File: src/rtl/uart_tx_arbiter.sv
// uart_tx_arbiter: round-robin arbiter that lets two byte requesters share
// one UART transmitter. A granted byte is latched, started with a one-cycle
// tx_enable pulse, and acknowledged once the transmitter finishes. If the
// transmitter never reports busy within START_TO cycles, the byte is
// acknowledged anyway and the sticky err_to flag is raised.
module uart_tx_arbiter #(
  parameter int START_TO = 16
) (
  input  logic       clk,
  input  logic       n_rst,
  input  logic       req0,
  input  logic [7:0] data0,
  output logic       ack0,
  input  logic       req1,
  input  logic [7:0] data1,
  output logic       ack1,
  output logic       tx_enable,
  output logic [7:0] tx_data,
  input  logic       tx_busy,
  output logic [1:0] grant,
  output logic       err_to,
  input  logic       err_clr
);

  // Wide enough to hold START_TO itself; the counter saturates there.
  localparam int CW = (START_TO < 1) ? 1 : $clog2(START_TO + 1);
  localparam logic [CW-1:0] TO_MAX = CW'(START_TO);

  localparam logic [2:0] S_IDLE      = 3'd0;
  localparam logic [2:0] S_LOAD      = 3'd1;
  localparam logic [2:0] S_WAIT_BUSY = 3'd2;
  localparam logic [2:0] S_WAIT_DONE = 3'd3;
  localparam logic [2:0] S_ACK       = 3'd4;

  logic [2:0]    state_q, state_d;
  logic [1:0]    grant_q, grant_d;
  logic [7:0]    data_q,  data_d;
  logic [CW-1:0] cnt_q,   cnt_d;
  logic          last_q,  last_d;   // 1: requester 1 was served last
  logic          err_q,   err_d;

  logic          pick1;
  logic          timeout;
  logic [CW-1:0] cnt_inc;

  // Next-state, arbitration, start-timeout and error-flag logic.
  always_comb begin
    state_d = state_q;
    grant_d = grant_q;
    data_d  = data_q;
    cnt_d   = cnt_q;
    last_d  = last_q;
    timeout = 1'b0;
    // On a tie the requester that was not served last wins.
    pick1   = req1 & (~req0 | ~last_q);
    cnt_inc = (cnt_q == TO_MAX) ? cnt_q : cnt_q + CW'(1);

    case (state_q)
      S_IDLE: begin
        if (!tx_busy && (req0 || req1)) begin
          grant_d = pick1 ? 2'b10 : 2'b01;
          data_d  = pick1 ? data1 : data0;
          state_d = S_LOAD;
        end
      end
      S_LOAD: begin
        cnt_d   = '0;
        state_d = S_WAIT_BUSY;
      end
      S_WAIT_BUSY: begin
        if (tx_busy) begin
          state_d = S_WAIT_DONE;
        end else begin
          cnt_d = cnt_inc;
          if (cnt_inc == TO_MAX) begin
            timeout = 1'b1;
            state_d = S_ACK;
          end
        end
      end
      S_WAIT_DONE: begin
        if (!tx_busy) begin
          state_d = S_ACK;
        end
      end
      S_ACK: begin
        last_d  = grant_q[1];
        grant_d = 2'b00;
        state_d = S_IDLE;
      end
      default: begin
        grant_d = 2'b00;
        state_d = S_IDLE;
      end
    endcase

    // A timeout in the same cycle as a clear request keeps the flag set.
    if (timeout) begin
      err_d = 1'b1;
    end else if (err_clr) begin
      err_d = 1'b0;
    end else begin
      err_d = err_q;
    end
  end

  // State registers with asynchronous active-low reset.
  always_ff @(posedge clk or negedge n_rst) begin
    if (!n_rst) begin
      state_q <= S_IDLE;
      grant_q <= 2'b00;
      data_q  <= 8'h00;
      cnt_q   <= '0;
      last_q  <= 1'b1;
      err_q   <= 1'b0;
    end else begin
      state_q <= state_d;
      grant_q <= grant_d;
      data_q  <= data_d;
      cnt_q   <= cnt_d;
      last_q  <= last_d;
      err_q   <= err_d;
    end
  end

  // Pulses are pure state decodes, so reset clears them immediately.
  assign tx_enable = (state_q == S_LOAD);
  assign ack0      = (state_q == S_ACK) & grant_q[0];
  assign ack1      = (state_q == S_ACK) & grant_q[1];
  assign tx_data   = data_q;
  assign grant     = grant_q;
  assign err_to    = err_q;

endmodule

File: config.mk
export PLATFORM = sky130hd
export DESIGN_NAME = uart_tx_arbiter
export DESIGN_NICKNAME = d
export VERILOG_FILES = /design/src/rtl/uart_tx_arbiter.sv
export SDC_FILE = /design/constraint.sdc
export NUM_CORES = 1
export LEC_CHECK = 0
export ABC_AREA = 1
export CAP_MARGIN = 10
export CORE_MARGIN = 1.5
export CORE_UTILIZATION = 35
export CTS_CLUSTER_DIAMETER = 100
export CTS_CLUSTER_SIZE = 10
export DETAILED_ROUTE_END_ITERATION = 8
export GPL_TIMING_DRIVEN = 1
export PLACE_DENSITY = 0.61
export SLEW_MARGIN = 20
export SYNTH_ARGS = -nofsm -noshare
export SYNTH_HDL_FRONTEND = slang
export SYNTH_SLANG_ARGS = --single-unit
File: constraint.sdc
create_clock -name clk -period 1.8 [get_ports clk]
set_clock_uncertainty 0.2 [all_clocks]
set_input_delay 0.27 -clock clk [delete_from_list [all_inputs] [get_ports clk]]
set_output_delay 0.27 -clock clk [all_outputs]
set_load 0.1 [all_outputs]
==> reports/results.env <==
OUTCOME='complete, no violations'
LAYOUT.CELLS.MOST_COMMON_LIST='28 x nand2_1, 21 x clkdlybuf4s50_1, 20 x nand3_1'
CTS_SINKS=20
WORSTHOLDPATHTYPE='input port to async pin'
PIN_COUNT_OF_THE_BIGGEST_NET_ENTERING_GLOBAL_ROUTING=21
AREA.GROWTH.SYNTH_TO_FINAL_PCT=64.7
UNREPAIRED_SETUP_ENDPOINTS_AFTER_GLOBAL_ROUTING='true'
POST_SYNTH_INST_COUNT=137
FINAL_NETS=213
MAX-VDD-IR-DROP_V=0.00111
CTS.ROOT.BUFFER_CELL='clkbuf_4'
TIMING.FINAL.SETUP_VIOLATIONS=0
FP.DIEW_UM=59.4
WORSTSKEWPAIRLATENCY_PS=310
ROUTED_WIRELENGTH_UM=2910
PIN_COUNT=36
DRV_SLEW=0
CATEGORY_OF_THE_MOST_CRITICAL_SETUP_PATH='register to output port'
MULTI_INPUT_AREA_SQ_UM=579
CTSHTREEMAXLEVEL=1
FINALCRITPERIODSHARE=0.990
PLACE_AREA_SQ_MM=0.00173
DETAILED_PLACE_HPWL_UM=2110
VIASPERCELL=4.75
FINAL_REPORT_HOLD_VIOLATION_COUNT=0
DRT_ITER0_DRC=53
DIE_FOOTPRINT_SQ_MM=0.00353
CP_MAX_FO=4
FP.DIEH_UM=59.4
CLOCKBUFFERDEPTH=2
POST_DRT_WL_PER_CELL_UM=12.5
POWER_LEAKAGE_uW=0.000808
PORT_BUFFERS=35
DRTANTENNAVIOLNETS=0
DETAILROUTE.VIA_COUNT=1102
POST_CTS_HOLD_BUFFER_COUNT=0
WORST_SLEW_PIN_SLEW_PS=350
PLACE_WORST_SETUP_SLACK_PS=50.4
NUMBER_OF_FILLERS_IN_THE_FINAL_LAYOUT=276
SYNTHESIZED_NET_COUNT=161
DRT_DRC_VIOLATIONS_LEFT=0
SYNTH_SEQ_AREA_SHARE=0.451
CORE-AREA_SQ_MM=0.00303
GRT_PASS1_VIAS=1094
CTS-BUFFERS-INSERTED=3
SYN-CELL-AREA_SQ_MM=0.00111
CLK_PIN_SLEW_PS=120
GRT_FIRST_PASS_WIRELENGTH_UM=4860
FINAL_DESIGN_AREA_NO_FILL_SQ_MM=0.00183
POSTSYNTHAREAPERCELL_SQ_UM=8.13
SYNTH_SEQ_CELLS=20
FIRST_PASS_ITERS=4
POWER_DENSITY_mW_PER_MM2=1820
SYNTH-WARNING-COUNT=0
LAYOUT_COMMONEST_CELL='nand2_1'
CTS_TREE='done'
GRT_ANTENNA_BEFORE_REPAIR=0
WORST_SLEW_MARGIN_REL=0.766
CRIT_PATH_END_KIND='output port'
POST_LAYOUT_WORST_SETUP_MARGIN_PS=18.8
CRITICAL_PATH.STARTPOINT_TYPE='register'
INITIAL_UTILIZATION=0.368
GR-USAGE-ALL-LAYERS=0.183
PLACEMENTROWS=20
LAYOUT.AREA.SEQ_SQ_UM=508
FINALCRITICALPERIOD_PS=1780
CP_DATA_REQUIRED_TIME_PS=1330
GP_ROUTABILITY_CONGESTION=0.906
POST_SYNTH_NUM_CELL_TYPES=25
N_ANTENNA_CELL=0
ARRIVAL_PS=1310
CAP_VIOL_MAX_COUNT=0
DRIVE_GT1_FRAC=0.362
FMAXACHIEVABLE_MHz=561
OVERFLOW=0
==> power breakdown <==
part,switching [uW],internal [uW]
clock,151,123
combinational,1440,814
sequential,182,626
total,1770,1560
==> per-layer routing <==
layer / part of all wire / global-route usage / up-vias
li1: - / - / 558
met1: 0.42 / 0.222 / 509
met2: 0.49 / 0.306 / 30
met3: 0.072 / 0.0568 / 5
met4: 0.012 / 0.0584 / 0
met5: 0 / 0 / -
==> synth_stat cells, drive strengths merged <==
master / instances / area [sq um]
a31oi: 1 / 6.26
o31ai: 1 / 7.51
dfstp: 1 / 26.3
clkinv: 1 / 3.75
o22ai: 2 / 12.5
buf: 2 / 16.3
nand2: 37 / 151
nor3: 1 / 5.00
nand3b: 1 / 7.51
nand3: 22 / 120
ha: 2 / 25.0
dfrtp: 19 / 475
inv: 15 / 56.3
o21ai: 9 / 48.8
nand4: 10 / 62.6
nor2: 12 / 72.6
xor2: 1 / 16.3
==> logic make-up (layout without fill, tap and decap cells) <==
group	Yosys count	after routing	share of synthesized area
fa+ha+maj	2	2	0.0225
flops	20	20	0.451
buf+inv	18	69	0.0685
simple gates	83	83	0.376
xor+xnor	1	1	0.0146
compound gates	13	13	0.0674
==> path summary, 6_finish.rpt <==
path                             from          to  slack (ps)  depth (start not counted)
hold / removal                  n_rst    cnt_q[4]          80                          2
hold reg to reg                last_q      last_q         300                          2
setup / recovery           state_q[0]        ack0          20                          4
max in group asynchronous       n_rst      last_q        1050                          2
min in group clk               last_q      last_q         300                          2
setup reg to reg             cnt_q[1]  state_q[1]          90                         13
==> layout make-up <==
| cell class | instances | share of cell area |
|---|---|---|
| inverters | 16 | 0.0327 |
| clock buffers | 4 | 0.0198 |
| well taps | 44 | 0.0300 |
| multi-input cells | 99 | 0.316 |
| flip-flops and latches | 20 | 0.277 |
| repair buffers | 49 | 0.325 |
==> critical path, cell delays in order (launching register included) <==
cell,delay (ps)
dfrtp_1,440
nor2_2,140
nand2_2,120
nor2_4,120
buf_12,180
==> state kept, by name, summed over array words and instances (netlist names) <==
register / count
cnt_q: 5
tx_data: 8
err_to: 1
grant: 2
last_q: 1
state_q: 3
==> stage by stage <==
step | cells | utilization | hold slack [ps] | total power, uW | setup TNS, ps
after floorplan | 137 | - | -226 | 2170 | -477
after global placement | 222 | 0.573 | 289 | 2950 | 0
after detailed placement | 222 | 0.573 | 291 | 2970 | 0
after CTS | 227 | 0.588 | 92.1 | 3280 | 0
after global routing | 232 | 0.606 | 104 | 3510 | -163
final | 232 | 0.606 | 81.2 | 3330 | 0
==> what timing repair did <==
action	in CTS	in global routing
endpoints found under the setup margin	2	7
resized for setup	1	10
pin swaps	3	2
buffers inserted	1	5
(Power assumes the default switching activity.)
